File: src/rtl/calc1_port_driver_pkg.sv
// ---------------------------------------------------------------------------
// calc1_port_driver_pkg
//  Shared encodings for the calc1 port driver: command codes, response codes,
//  driver FSM states and the legal-command check used for local rejection.
// ---------------------------------------------------------------------------
package calc1_port_driver_pkg;

   localparam logic [3:0] CMD_NOP = 4'd0;
   localparam logic [3:0] CMD_ADD = 4'd1;
   localparam logic [3:0] CMD_SUB = 4'd2;
   localparam logic [3:0] CMD_SHL = 4'd5;
   localparam logic [3:0] CMD_SHR = 4'd6;

   localparam logic [1:0] RESP_NONE = 2'd0;
   localparam logic [1:0] RESP_OK   = 2'd1;
   localparam logic [1:0] RESP_ERR  = 2'd2;
   localparam logic [1:0] RESP_TMO  = 2'd3;

   typedef enum logic [2:0] {
      ST_IDLE,
      ST_SEND1,
      ST_SEND2,
      ST_WAIT_RESP,
      ST_HOLD
   } state_t;

   // True for the four operations calc1 actually implements.
   function automatic logic cmd_is_legal(input logic [3:0] cmd);
      return (cmd == CMD_ADD) || (cmd == CMD_SUB) ||
             (cmd == CMD_SHL) || (cmd == CMD_SHR);
   endfunction

endpackage

File: src/rtl/calc1_port_driver_if.sv
// ---------------------------------------------------------------------------
// calc1_port_driver_if
//  Bundles the upstream request handshake, the calc1 port wires and the
//  downstream response handshake of one calc1 port driver.
//  master : driver side (drives req_ready, calc_cmd/data, rsp_*, spurious)
//  slave  : environment side (drives req_*, calc_resp/rdata, rsp_ready)
// ---------------------------------------------------------------------------
interface calc1_port_driver_if;

   logic        req_valid;
   logic        req_ready;
   logic [3:0]  req_cmd;
   logic [31:0] req_op1;
   logic [31:0] req_op2;
   logic [3:0]  calc_cmd;
   logic [31:0] calc_data;
   logic [1:0]  calc_resp;
   logic [31:0] calc_rdata;
   logic        rsp_valid;
   logic        rsp_ready;
   logic [1:0]  rsp_resp;
   logic [31:0] rsp_data;
   logic        spurious;

   modport master (
      input  req_valid, req_cmd, req_op1, req_op2,
      input  calc_resp, calc_rdata, rsp_ready,
      output req_ready, calc_cmd, calc_data,
      output rsp_valid, rsp_resp, rsp_data, spurious
   );

   modport slave (
      output req_valid, req_cmd, req_op1, req_op2,
      output calc_resp, calc_rdata, rsp_ready,
      input  req_ready, calc_cmd, calc_data,
      input  rsp_valid, rsp_resp, rsp_data, spurious
   );

endinterface

File: src/rtl/calc1_port_driver_resp_timer.sv
// ---------------------------------------------------------------------------
// calc1_resp_timer
//  8-bit response wait counter for the calc1 port driver.
//  clk, rst_n : clock, asynchronous active-low reset
//  clear      : zero the count
//  enable     : count one more cycle without a response
//  expired    : this enabled cycle brings the count to TIMEOUT
// ---------------------------------------------------------------------------
module calc1_resp_timer #(
   parameter int TIMEOUT = 16
) (
   input  logic clk,
   input  logic rst_n,
   input  logic clear,
   input  logic enable,
   output logic expired
);

   localparam logic [7:0] LAST = 8'(TIMEOUT - 1);

   logic [7:0] cnt_q, cnt_d;

   // Saturate so a stuck enable can never wrap back into a fresh window.
   always_comb begin
      cnt_d = cnt_q;
      if (clear) begin
         cnt_d = '0;
      end else if (enable && (cnt_q != 8'hFF)) begin
         cnt_d = cnt_q + 8'd1;
      end
   end

   always_ff @(posedge clk or negedge rst_n) begin
      if (!rst_n) begin
         cnt_q <= '0;
      end else begin
         cnt_q <= cnt_d;
      end
   end

   // The count value during the k-th empty wait cycle is k-1, so the
   // TIMEOUT-th empty cycle is the one that sees LAST.
   assign expired = enable && (cnt_q == LAST);

endmodule

File: src/rtl/calc1_port_driver.sv
// ---------------------------------------------------------------------------
// calc1_port_driver
//  Accepts one (cmd, op1, op2) operation, serialises it onto a calc1 request
//  port over two cycles, waits for calc1's answer (or times out) and holds
//  {resp, data} on a valid/ready response handshake.
//  c_clk    : clock
//  reset_n  : asynchronous active-low reset
//  bus      : calc1_port_driver_if.master (req_*, calc_*, rsp_*, spurious)
// ---------------------------------------------------------------------------
module calc1_port_driver
   import calc1_port_driver_pkg::*;
#(
   parameter int TIMEOUT   = 16,
   parameter bit CHECK_CMD = 1'b1
) (
   input logic                  c_clk,
   input logic                  reset_n,
   calc1_port_driver_if.master  bus
);

   state_t      state_q, state_d;
   logic [31:0] op2_q, op2_d;
   logic        req_ready_q, req_ready_d;
   logic [3:0]  calc_cmd_q, calc_cmd_d;
   logic [31:0] calc_data_q, calc_data_d;
   logic        rsp_valid_q, rsp_valid_d;
   logic [1:0]  rsp_resp_q, rsp_resp_d;
   logic [31:0] rsp_data_q, rsp_data_d;
   logic        spurious_q, spurious_d;
   logic        tmr_clear, tmr_enable, tmr_expired;

   calc1_resp_timer #(.TIMEOUT(TIMEOUT)) u_timer (
      .clk     (c_clk),
      .rst_n   (reset_n),
      .clear   (tmr_clear),
      .enable  (tmr_enable),
      .expired (tmr_expired)
   );

   // Every output is a register loaded with the value belonging to the
   // next state, so the port wires change on the same edge as the state.
   // cmd and op1 go straight into the SEND1 output registers on accept;
   // only op2 needs its own holding register until SEND2.
   always_comb begin
      state_d     = state_q;
      op2_d       = op2_q;
      calc_cmd_d  = CMD_NOP;
      calc_data_d = '0;
      rsp_resp_d  = rsp_resp_q;
      rsp_data_d  = rsp_data_q;
      spurious_d  = (bus.calc_resp != RESP_NONE) && (state_q != ST_WAIT_RESP);
      tmr_clear   = 1'b0;
      tmr_enable  = 1'b0;

      case (state_q)
         ST_IDLE: begin
            if (bus.req_valid) begin
               op2_d = bus.req_op2;
               if (CHECK_CMD && !cmd_is_legal(bus.req_cmd)) begin
                  state_d    = ST_HOLD;
                  rsp_resp_d = RESP_ERR;
                  rsp_data_d = '0;
               end else begin
                  state_d     = ST_SEND1;
                  calc_cmd_d  = bus.req_cmd;
                  calc_data_d = bus.req_op1;
               end
            end
         end
         ST_SEND1: begin
            state_d     = ST_SEND2;
            calc_data_d = op2_q;
         end
         ST_SEND2: begin
            state_d   = ST_WAIT_RESP;
            tmr_clear = 1'b1;
         end
         ST_WAIT_RESP: begin
            // A response beats a timeout landing in the same cycle.
            if (bus.calc_resp != RESP_NONE) begin
               state_d    = ST_HOLD;
               rsp_resp_d = bus.calc_resp;
               rsp_data_d = (bus.calc_resp == RESP_OK) ? bus.calc_rdata : '0;
            end else begin
               tmr_enable = 1'b1;
               if (tmr_expired) begin
                  state_d    = ST_HOLD;
                  rsp_resp_d = RESP_TMO;
                  rsp_data_d = '0;
               end
            end
         end
         ST_HOLD: begin
            if (bus.rsp_ready) begin
               state_d    = ST_IDLE;
               rsp_resp_d = RESP_NONE;
               rsp_data_d = '0;
            end
         end
         default: begin
            state_d = ST_IDLE;
         end
      endcase

      rsp_valid_d = (state_d == ST_HOLD);
      req_ready_d = (state_d == ST_IDLE);
   end

   always_ff @(posedge c_clk or negedge reset_n) begin
      if (!reset_n) begin
         state_q     <= ST_IDLE;
         op2_q       <= '0;
         req_ready_q <= 1'b1;
         calc_cmd_q  <= CMD_NOP;
         calc_data_q <= '0;
         rsp_valid_q <= 1'b0;
         rsp_resp_q  <= RESP_NONE;
         rsp_data_q  <= '0;
         spurious_q  <= 1'b0;
      end else begin
         state_q     <= state_d;
         op2_q       <= op2_d;
         req_ready_q <= req_ready_d;
         calc_cmd_q  <= calc_cmd_d;
         calc_data_q <= calc_data_d;
         rsp_valid_q <= rsp_valid_d;
         rsp_resp_q  <= rsp_resp_d;
         rsp_data_q  <= rsp_data_d;
         spurious_q  <= spurious_d;
      end
   end

   assign bus.req_ready = req_ready_q;
   assign bus.calc_cmd  = calc_cmd_q;
   assign bus.calc_data = calc_data_q;
   assign bus.rsp_valid = rsp_valid_q;
   assign bus.rsp_resp  = rsp_resp_q;
   assign bus.rsp_data  = rsp_data_q;
   assign bus.spurious  = spurious_q;

endmodule

File: src/flat_wrapper.sv
// flat-port wrapper written by rule: the top's interface ports become plain ports
module calc1_port_driver_flat import calc1_port_driver_pkg::*;
#(
   parameter int TIMEOUT   = 16,
   parameter bit CHECK_CMD = 1'b1
)
  (c_clk, reset_n, bus_req_valid, bus_req_cmd, bus_req_op1, bus_req_op2, bus_calc_resp, bus_calc_rdata, bus_rsp_ready, bus_req_ready, bus_calc_cmd, bus_calc_data, bus_rsp_valid, bus_rsp_resp, bus_rsp_data, bus_spurious);
  calc1_port_driver_if bus_i ();
  input logic c_clk;
  input logic reset_n;
  input wire logic [$bits(bus_i.req_valid)-1:0] bus_req_valid;
  input wire logic [$bits(bus_i.req_cmd)-1:0] bus_req_cmd;
  input wire logic [$bits(bus_i.req_op1)-1:0] bus_req_op1;
  input wire logic [$bits(bus_i.req_op2)-1:0] bus_req_op2;
  input wire logic [$bits(bus_i.calc_resp)-1:0] bus_calc_resp;
  input wire logic [$bits(bus_i.calc_rdata)-1:0] bus_calc_rdata;
  input wire logic [$bits(bus_i.rsp_ready)-1:0] bus_rsp_ready;
  output wire logic [$bits(bus_i.req_ready)-1:0] bus_req_ready;
  output wire logic [$bits(bus_i.calc_cmd)-1:0] bus_calc_cmd;
  output wire logic [$bits(bus_i.calc_data)-1:0] bus_calc_data;
  output wire logic [$bits(bus_i.rsp_valid)-1:0] bus_rsp_valid;
  output wire logic [$bits(bus_i.rsp_resp)-1:0] bus_rsp_resp;
  output wire logic [$bits(bus_i.rsp_data)-1:0] bus_rsp_data;
  output wire logic [$bits(bus_i.spurious)-1:0] bus_spurious;
  assign bus_i.req_valid = bus_req_valid;
  assign bus_i.req_cmd = bus_req_cmd;
  assign bus_i.req_op1 = bus_req_op1;
  assign bus_i.req_op2 = bus_req_op2;
  assign bus_i.calc_resp = bus_calc_resp;
  assign bus_i.calc_rdata = bus_calc_rdata;
  assign bus_i.rsp_ready = bus_rsp_ready;
  assign bus_req_ready = bus_i.req_ready;
  assign bus_calc_cmd = bus_i.calc_cmd;
  assign bus_calc_data = bus_i.calc_data;
  assign bus_rsp_valid = bus_i.rsp_valid;
  assign bus_rsp_resp = bus_i.rsp_resp;
  assign bus_rsp_data = bus_i.rsp_data;
  assign bus_spurious = bus_i.spurious;
  calc1_port_driver #(.TIMEOUT(TIMEOUT), .CHECK_CMD(CHECK_CMD)) u_core (.c_clk(c_clk), .reset_n(reset_n), .bus(bus_i));
endmodule
File: config.mk
export PLATFORM = sky130hd
export DESIGN_NAME = calc1_port_driver_flat
export DESIGN_NICKNAME = d
export VERILOG_FILES = /design/src/rtl/calc1_port_driver_pkg.sv /design/src/rtl/calc1_port_driver_if.sv /design/src/rtl/calc1_port_driver_resp_timer.sv /design/src/rtl/calc1_port_driver.sv /design/src/flat_wrapper.sv
export SDC_FILE = /design/constraint.sdc
export NUM_CORES = 1
export LEC_CHECK = 0
export ABC_AREA = 1
export ABC_CLOCK_PERIOD_IN_PS = 1900
export CORE_ASPECT_RATIO = 1.5
export CORE_MARGIN = 2
export CORE_UTILIZATION = 44
export DETAILED_ROUTE_END_ITERATION = 10
export PLACE_DENSITY = 0.9
export SETUP_SLACK_MARGIN = 0.15
export SLEW_MARGIN = 0
export SYNTH_ARGS = -nofsm -noshare
export SYNTH_HDL_FRONTEND = slang
export SYNTH_SLANG_ARGS = --single-unit
File: constraint.sdc
create_clock -name c_clk -period 1.9 [get_ports c_clk]
set_input_delay 0.57 -clock c_clk [delete_from_list [all_inputs] [get_ports c_clk]]
set_output_delay 0.57 -clock c_clk [all_outputs]
set_load 0.02 [all_outputs]
==> reports/metrics.yaml, run 1 <==
clocking:
  clk_root_buffer_cell: "clkbuf_16"
  cts.sinks: 116
  cts_inserted_buffers: 17
  cts_max_level: 4
  post-cts-setup-buffers: 0
  cts.path.max_buffers: 2
  cts_tree: "built"
  clk_pin_slew_ps: 60
  worstSkewPairLatency_ps: 410
synthesis:
  yosys_warnings: 0
  number_of_unique_standard_cell_types_used_by_synthesis: 26
  postSynthNetCount: 625
  netlist_area_um2: 4743
  netlist_instances: 518
  synth_area_per_cell_um2: 9.157
  postSynthRegisterBits: 116
  async_reset_ff_frac: 1.000
  synth_edf_count: 0
  yosysSeqAreaShare: 0.6122
  synthFlopType: "dfrtp_1"
sta:
  period_share: 0.8976
  grt_setup_unrepaired: "no"
  finalSetupViolCount: 0
  clock_skew_ps: 6.012
  actual_slew_at_the_worst_max_slew_pin_ps: 538.7
  timing.slew.headroom: 0.6409
  max_freq_ghz: 0.5864
  totalNegativeSetupSlack_ps: 0
  finalMaxSlewViolations: 0
  report.final.hold_viol_count: 0
  final_period_minus_worst_setup_slack_ps: 1705
critical_path:
  worstSetupPathType: "flop to primary output"
  timing.critical_path.slowest_cell_delay_ps: 400
  crit_family: "flip-flops"
  critical-path-slowest-cell: "dfrtp_1"
  reg2regPathDepth: 9
  critical_path_arrival_ps: 1140
  critPathBufInv: 1
  timing.critical_path.cells: "dlygate4sd2_1"
  timing.critical_path.depth: 1
  max_fanout_on_critical_path: 2
  critPathCaptureType: "primary output"
  cp_data_required_time_ps: 1330
  startpoint_type_of_the_worst_setup_path: "flop"
power_and_ir_drop:
  power.clock.fraction: 0.340
  power_uw: 9440
  power_leakage_uw: 0.003790
  seq_power_share: 0.360
  p_int_uw: 6234
  switchingPower_uw: 3206
  power-per-cell-area_nw_per_um2: 1294
  netSwitchingFraction: 0.3397
  comb_power_share: 0.301
  ir_drop_mv: 0.7878
detailed_routing:
  wirelength_um: 12610
  via_per_inst: 4.910
  vias: 4257
  wl_per_cell_um: 14.54
  dr.pass1.iters: 4
  remaining_drc_errors: 0
  drt_iter0_drc: 243
  antenna_violating_nets_post_route: 0
floorplanning:
  rows: 46
  die-width_um: 88.78
  start_util: 0.4503
  dieArea_um2: 11640
  die-height_um: 131.2
  core_area_um2: 10530
  boundaryPins: 179
hold_path:
  worst_hold_path.num_cells: 2
  hold_path.class: "flop to flop"
cells_and_area:
  commonest_non_fill_non_tap_cells_in_the_layout: "nand2_1, dfrtp_1, clkdlybuf4s50_1"
  layout-drive-gt1-share: 0.1079
  areaGrowthSynthToFinish_pct: 53.76
  antenna-diode-count: 0
  layout_commonest_cell: "nand2_1"
  finish.net_count: 817
global_routing:
  largest_net_degree_at_the_start_of_global_routing: 71
  first_global_vias: 4450
  global_route_wire_length_before_repair_um: 20930
  grt_overall_usage: 0.2300
  grt_antenna_before_repair: 0
  gr-total-overflow: 0
place:
  place.gp.congestion: 0.7961
  port_buffers: 178
  detailed_placer_s_ending_hpwl_um: 8978
status:
  status: "finished clean"
job:
  maxCapViolations: 0
[worst min-delay path, cell delays in order (launching register included)]
cell and delay [ps]:
dfrtp_1 330, nand2_1 50, nand2_1 50
[timing repair]
action,in CTS,in global routing
hold buffers,1,0
endpoints found under the setup margin,73,5
endpoints found under the hold margin,2,0
resized for setup,73,4
[path summary, 6_finish.rpt]
path                                                startpoint                                  end  slack (ps)
max reg2reg                u_core.u_timer.cnt_q[1]$_DFFE_PN0P_  u_core.bus.rsp_data[29]$_DFFE_PN0P_         310
min                         u_core.bus.rsp_data[5]$_DFFE_PN0P_   u_core.bus.rsp_data[5]$_DFFE_PN0P_         460
max                         u_core.bus.rsp_data[1]$_DFFE_PN0P_                      bus_rsp_data[1]         190
max in group asynchronous                              reset_n   u_core.bus.calc_data[19]$_DFF_PN0_         690
min in group asynchronous                              reset_n  u_core.bus.rsp_data[14]$_DFFE_PN0P_         500
min reg2reg                 u_core.bus.rsp_data[5]$_DFFE_PN0P_   u_core.bus.rsp_data[5]$_DFFE_PN0P_         460
[cells in the mapped netlist, types with 2 or more instances]
cell        n  area [um2]
buf_2      10       50.05
buf_6       3       33.78
clkbuf_1   10       37.54
dfrtp_1   115        2878
inv_1      46       172.7
inv_2       3       11.26
nand2_1   150       563.0
nand2_2    14       87.58
nand3_1    49       245.2
nand3b_1    3       22.52
nand4_1     4       25.02
nor2_1     24       90.09
nor2_2      2       12.51
o21ai_0    71       355.3
xor2_1      3       26.28
[power by group through the flow]
stage          Combinational, uW  Sequential (uW)  Clock (uW)
6_report                    2840             3390        3210
5_1_grt                     3140             3450        3370
4_1_cts                     2850             3390        3260
3_5_place_dp                3020             3430           0
3_3_place_gp                2890             3400           0
2_1_floorplan               1400             3740           0
[logic make-up after synthesis]
logic type	after synthesis	share of synthesized area
adders and majority gates	1	0.002637
buffers and inverters	74	0.06964
xor gates and xnor gates	3	0.005540
and+or+nand+nor	250	0.2316
other	1	0.0007906
AOI/OAI and AO/OA	73	0.07755
DFF	116	0.6122
[layout make-up]
type                       count  area (um2)
multi-input combinational    328        1518
timing repair buffer         197        1893
clock inverter                12       142.6
sequential                   116        2904
inverter                      50       188.9
fill                         794        3239
tap                          144       180.2
clock buffer                  20       466.7
[state kept, by name (all words and copies together) (netlist names)]
name                  flops
u_core.bus.req_ready      1
u_core.bus.calc_cmd       4
u_core.bus.calc_data     32
u_core.bus.rsp_valid      1
u_core.bus.rsp_resp       2
u_core.u_timer.cnt_q      8
u_core.state_q            3
u_core.bus.rsp_data      32
u_core.op2_q             32
u_core.bus.spurious       1
[metrics by stage]
stage               cell area, um2    util  hold slack (ps)  worst slack, ps  instances
detailed placement            6765  0.6423            372.7           -142.3        834
CTS                           7293  0.6924            466.6            62.12        867
global route                  7293  0.6924            493.1            156.3        867
global placement              6765  0.6423            373.7           -64.52        834
finish                        7293  0.6924            464.3            194.6        867
floorplan                     4743       -            274.4            462.9        518
[per-layer routing]
layer / global-route usage / part of all wire
met5: 0 / 0
met4: 0.09007 / 0.023
met3: 0.06407 / 0.066
met2: 0.3897 / 0.53
met1: 0.2691 / 0.38
(Power assumes the default switching activity.)
==> run 2, diff against run 1 <==
GPL_TIMING_DRIVEN = 0   (was default)
==> reports/metrics.yaml, run 2 (synthesized netlist as in run 1, its figures left out) <==
global_routing:
  gr-total-overflow: 0
  global_route_wire_length_before_repair_um: 21450
  grt_overall_usage: 0.2373
  largest_net_degree_at_the_start_of_global_routing: 68
  grt_antenna_before_repair: 0
  first_global_vias: 4621
floorplanning:
  dieArea_um2: 11640
  rows: 46
  start_util: 0.4503
  die-width_um: 88.78
  die-height_um: 131.2
  boundaryPins: 179
  core_area_um2: 10530
sta:
  max_freq_ghz: 0.5626
  period_share: 0.9355
  report.final.hold_viol_count: 0
  finalMaxSlewViolations: 0
  grt_setup_unrepaired: "yes"
  timing.slew.headroom: 0.5633
  actual_slew_at_the_worst_max_slew_pin_ps: 655.0
  finalSetupViolCount: 0
  clock_skew_ps: 11.54
  final_period_minus_worst_setup_slack_ps: 1777
cells_and_area:
  finish.net_count: 825
  areaGrowthSynthToFinish_pct: 53.13
  finalCoreUtilization: 0.6896
  antenna-diode-count: 0
  layout-drive-gt1-share: 0.1094
  layout_commonest_cell: "nand2_1"
  final_std_cells_w_o_fill: 875
  fillers: 791
  commonest_non_fill_non_tap_cells_in_the_layout: "nand2_1, dfrtp_1, clkdlybuf4s50_1"
detailed_routing:
  vias: 4366
  drt_iter0_drc: 202
  wirelength_um: 13240
  wl_per_cell_um: 15.13
  via_per_inst: 4.990
  antenna_violating_nets_post_route: 0
  remaining_drc_errors: 0
  dr.pass1.iters: 5
hold_path:
  hold_path.class: "input pin to async pin"
clocking:
  cts.sinks: 116
  cts_inserted_buffers: 17
  worstSkewPairLatency_ps: 410
  cts_max_level: 4
  clk_pin_slew_ps: 50
  cts_hold_repair.buffers: 0
  cts_tree: "built"
  clk_root_buffer_cell: "clkbuf_16"
  cts.path.max_buffers: 2
critical_path:
  worstSetupPathType: "flop to primary output"
  critical-path-slowest-cell: "dfstp_2"
  critPathBufInv: 1
  max_fanout_on_critical_path: 1
  timing.critical_path.slowest_cell_delay_ps: 510
  critical_path_arrival_ps: 1210
  crit_family: "flip-flops"
  startpoint_type_of_the_worst_setup_path: "flop"
  timing.critical_path.cells: "clkdlybuf4s15_1"
  cp_data_required_time_ps: 1330
  critPathCaptureType: "primary output"
place:
  place.gp.congestion: 0.8229
  detailed_placer_s_ending_hpwl_um: 9590
  dp_cells: 841
  port_buffers: 178
status:
  status: "finished clean"
job:
  maxCapViolations: 0
power_and_ir_drop:
  power_uw: 9466
  power_leakage_uw: 0.003790
  ir_drop_mv: 0.9024
  power-per-cell-area_nw_per_um2: 1303
-- run 2: cell types whose count changed in the layout (fill, tap and decap cells not counted), moves of 2 or more --
cell,delta
clkbuf_1,+8
clkbuf_8,-3
buf_12,-4
clkbuf_2,+2
clkinv_2,+2
buf_2,+9
inv_6,-2
buf_6,+3
buf_4,-11
-- run 2: per-layer routing --
| layer | track usage | vias up | part of all wire |
|---|---|---|---|
| met1 | 0.2521 | 2078 | 0.36 |
| met4 | 0.1094 | 0 | 0.034 |
| met5 | 0 | - | 0 |
| li1 | - | 2048 | - |
| met3 | 0.08354 | 42 | 0.074 |
| met2 | 0.4075 | 198 | 0.53 |
-- run 2: metrics by stage --
| step | hold slack [ps] | setup WS (ps) | cell area, um2 | setup TNS, ps |
|---|---|---|---|---|
| 5_1_grt | 240.0 | 80.71 | 7263 | 0 |
| 6_report | 192.2 | 122.5 | 7263 | 0 |
| 4_1_cts | 205.4 | 69.62 | 7236 | 0 |
| 3_5_place_dp | 457.0 | -365.5 | 6730 | -22700 |
| 3_3_place_gp | 454.9 | -3947 | 6705 | -472610 |
| 2_1_floorplan | 274.4 | 462.9 | 4743 | 0 |
-- run 2: power by group --
| group | switching [uW] | internal, uW | total [uW] |
|---|---|---|---|
| clock network | 1170 | 1940 | 3110 |
| logic | 1880 | 1100 | 2980 |
| registers | 248 | 3130 | 3380 |
-- run 2: area by class of cell --
type	count	area, um2	share of cell area
clock buffer	18	429.2	0.05909
buffer	24	147.6	0.02033
inverter	50	188.9	0.02601
tap	144	180.2	0.02481
timing repair buffer	181	1733	0.2386
sequential	116	2904	0.3998
clock inverter	14	155.1	0.02136
multi-input combinational	328	1525	0.2100
-- run 2: final timing paths --
kind	startpoint	end	slack, ps	cells past startpoint
worst max-delay path	u_core.bus.req_ready$_DFF_PN1_	bus_req_ready	120	1
worst min-delay path	reset_n	u_core.bus.rsp_data[13]$_DFFE_PN0P_	190	1
worst max register to register	u_core.state_q[2]$_DFF_PN0_	u_core.op2_q[2]$_DFFE_PN0P_	280	5
worst min register to register	u_core.bus.rsp_data[27]$_DFFE_PN0P_	u_core.bus.rsp_data[27]$_DFFE_PN0P_	460	2
max in group asynchronous	reset_n	u_core.bus.req_ready$_DFF_PN1_	950	2
min in group c_clk	u_core.bus.rsp_data[27]$_DFFE_PN0P_	u_core.bus.rsp_data[27]$_DFFE_PN0P_	460	2
-- run 2: what timing repair did --
item	in CTS	in global routing
endpoints found under the setup margin	133	29
buffers inserted	0	2
gates resized for setup	78	7
endpoints found under the hold margin	0	0
==> run 3, diff against run 2 <==
SYNTH_HIERARCHICAL = 1   (was default)
==> reports/metrics.yaml, run 3 <==
critical_path:
  r2r-start: "u_core/u_timer/cnt_q[1]$_DFFE_PN0P_"
  critPathCaptureType: "flop"
  critPathBufInv: 2
  critical_path_arrival_ps: 2110
  timing.critical_path.cells: "ha_1, nand2_2, nor3_2, inv_1, nand2_2, nor2_4, nor2_4, nand3_4, buf_6, nand2_2, nand2_2"
  capture_instance_of_the_worst_register_to_register_path: "u_core/bus.rsp_data[18]$_DFFE_PN0P_"
  crit_family: "simple AND/OR/NAND/NOR gates"
  worstSetupPathType: "flop to flop"
  startpoint_type_of_the_worst_setup_path: "flop"
  reg2regPathDepth: 11
  cp_data_required_time_ps: 2190
  critical-path-slowest-cell: "dfrtp_1"
  timing.critical_path.slowest_cell_delay_ps: 380
  max_fanout_on_critical_path: 8
  ff2ff_setup_slack_ps: 80
  path_common_cell: "nand2_2"
cells_and_area:
  fillers: 769
  layout_commonest_cell: "nand2_1"
  antenna-diode-count: 0
  final_std_cells_w_o_fill: 894
  area.sequential_um2: 2905
  finish.net_count: 845
  layout-drive-gt1-share: 0.1800
  areaGrowthSynthToFinish_pct: 58.17
  commonest_non_fill_non_tap_cells_in_the_layout: "nand2_1, dfrtp_1, clkdlybuf4s50_1"
  multi_input_comb_area_um2: 1637
sta:
  finalSetupViolCount: 0
  finalMaxSlewViolations: 0
  totalNegativeSetupSlack_ps: 0
  max_freq_ghz: 0.5491
  period_share: 0.9585
  actual_slew_at_the_worst_max_slew_pin_ps: 767.8
  timing.slew.headroom: 0.4881
  grt_setup_unrepaired: "yes"
  clock_skew_ps: 8.889
  final_period_minus_worst_setup_slack_ps: 1821
  report.final.hold_viol_count: 0
  final.setup.worst_slack_ps: 78.83
synthesis:
  synth_largest_type_area_fraction: 0.6073
  netlist_area_um2: 4738
  synth.area.mux_share: 0
  post_synth_xor_area_fraction: 0
  netlist_instances: 523
  commonest_cells_in_the_synthesized_netlist: "nand2_1, dfrtp_1, inv_1"
  synthFlopType: "dfrtp_1"
  yosysTopAreaCell: "dfrtp_1"
  async_reset_ff_frac: 1.000
  synth_adder_area_share: 0.002641
  synth_edf_count: 0
  synth_top_cells_by_area: "dfrtp_1, nand2_1, nand3_1, o21ai_0, inv_1"
  yosysSeqAreaShare: 0.6129
  synth-simple-area-share: 0.2379
  synth-compound-area-share: 0.07420
  main_combinational_cell_family_by_area_after_synthesis: "simple AND/OR/NAND/NOR gates"
  synth_area_per_cell_um2: 9.060
  yosys_warnings: 6
  postSynthRegisterBits: 116
  postSynthNetCount: 630
  number_of_unique_standard_cell_types_used_by_synthesis: 29
  synth.most_common_cell: "nand2_1"
status:
  status: "finished clean"
floorplanning:
  dieArea_um2: 11630
  core_area_um2: 10530
  die-width_um: 88.73
  rows: 46
  start_util: 0.4499
  die-height_um: 131.1
  boundaryPins: 179
clocking:
  cts_inserted_buffers: 17
  clk_root_buffer_cell: "clkbuf_16"
  clk_pin_slew_ps: 60
  cts_tree: "built"
  cts.sinks: 116
  cts.path.max_buffers: 2
  cts_max_level: 4
  worstSkewPairLatency_ps: 410
  cts_hold_repair.buffers: 0
hold_path:
  hold_path.class: "input pin to async pin"
global_routing:
  gr-total-overflow: 0
  largest_net_degree_at_the_start_of_global_routing: 61
  grt_overall_usage: 0.2406
  global_route_wire_length_before_repair_um: 21090
  first_global_vias: 4525
  grt_antenna_before_repair: 0
detailed_routing:
  drt_iter0_drc: 231
  wl_per_cell_um: 15.68
  via_per_inst: 4.918
  vias: 4397
  wirelength_um: 14020
  dr.pass1.iters: 5
  antenna_violating_nets_post_route: 0
  remaining_drc_errors: 0
place:
  port_buffers: 178
  place.gp.congestion: 0.8067
  detailed_placer_s_ending_hpwl_um: 9912
  preCtsSetupSlack_ps: -746.9
  dp_cells: 846
job:
  maxCapViolations: 0
power_and_ir_drop:
  power-per-cell-area_nw_per_um2: 1286
  power_leakage_uw: 0.003953
  ir_drop_mv: 0.9043
-- run 3: changes by cell type after synthesis, sizes merged, moves of 4 or more --
cell | before | now
clkbuf | 10 | 6
inv | 49 | 54
nand2 | 165 | 171
nor2 | 26 | 30
o21ai | 71 | 64
-- run 3: where the power goes --
part / total (uW) / internal (uW) / switching (uW) / leakage (uW)
Sequential: 3400 / 3140 / 257 / 0.00154
Clock: 3010 / 1840 / 1170 / 0.000269
Combinational: 3230 / 1250 / 1980 / 0.00215
-- run 3: per-stage QoR --
step	hold WS (ps)	util	power [uW]	instance area [um2]
detailed placement	459.3	0.6407	6438	6748
global placement	452.4	0.6383	6300	6723
finish	225.1	0.7116	9641	7495
CTS	260.3	0.6998	9538	7371
floorplan	274.4	-	5043	4761
global route	302.6	0.7116	10150	7495
-- run 3: how the worst max path moves through the flow --
stage	cells past startpoint	slack, ps	endpoint	start
floorplan	11	70	u_core/bus.rsp_data[10]$_DFFE_PN0P_	bus_calc_resp[0]
global placement	1	-3950	u_core/bus.rsp_data[10]$_DFFE_PN0P_	reset_n
detailed placement	12	-750	u_core/bus.rsp_data[25]$_DFFE_PN0P_	bus_calc_resp[0]
CTS	13	40	u_core/bus.rsp_data[16]$_DFFE_PN0P_	u_core/state_q[2]$_DFF_PN0_
global route	13	-30	u_core/bus.rsp_data[27]$_DFFE_PN0P_	u_core/state_q[2]$_DFF_PN0_
finish	11	80	u_core/bus.rsp_data[18]$_DFFE_PN0P_	u_core/u_timer/cnt_q[1]$_DFFE_PN0P_
-- run 3: final cells by class --
cell class,count,share of cell area
multi-input cells,329,0.2184
well taps,144,0.02404
clock buffers,18,0.05860
flip-flops and latches,116,0.3876
plain buffers,23,0.02020
repair buffers,196,0.2466
inverters,55,0.02755
clock inverters,13,0.01703
-- run 3: what timing repair did --
item | 4_1_cts | 5_1_grt
resized for setup | 104 | 36
endpoints found under the setup margin | 111 | 61
buffers inserted | 8 | 6
pin swaps | 3 | 4
gates cloned | 3 | 0
-- run 3: per-layer routing --
layer | track usage | routed length [um] | vias up
li1 | - | - | 2070
met3 | 0.06951 | 1112 | 34
met5 | 0 | 0 | -
met1 | 0.2498 | 4896 | 2081
met4 | 0.1061 | 413 | 0
met2 | 0.4403 | 7592 | 212
-- run 3: cells by family (layout without fill, tap and decap cells) --
family          Yosys count  count (layout)
flops                   116             116
other cells               1               1
compound gates           69              69
fa+ha+maj                 1               1
simple gates            258             258
buf+inv                  78             305
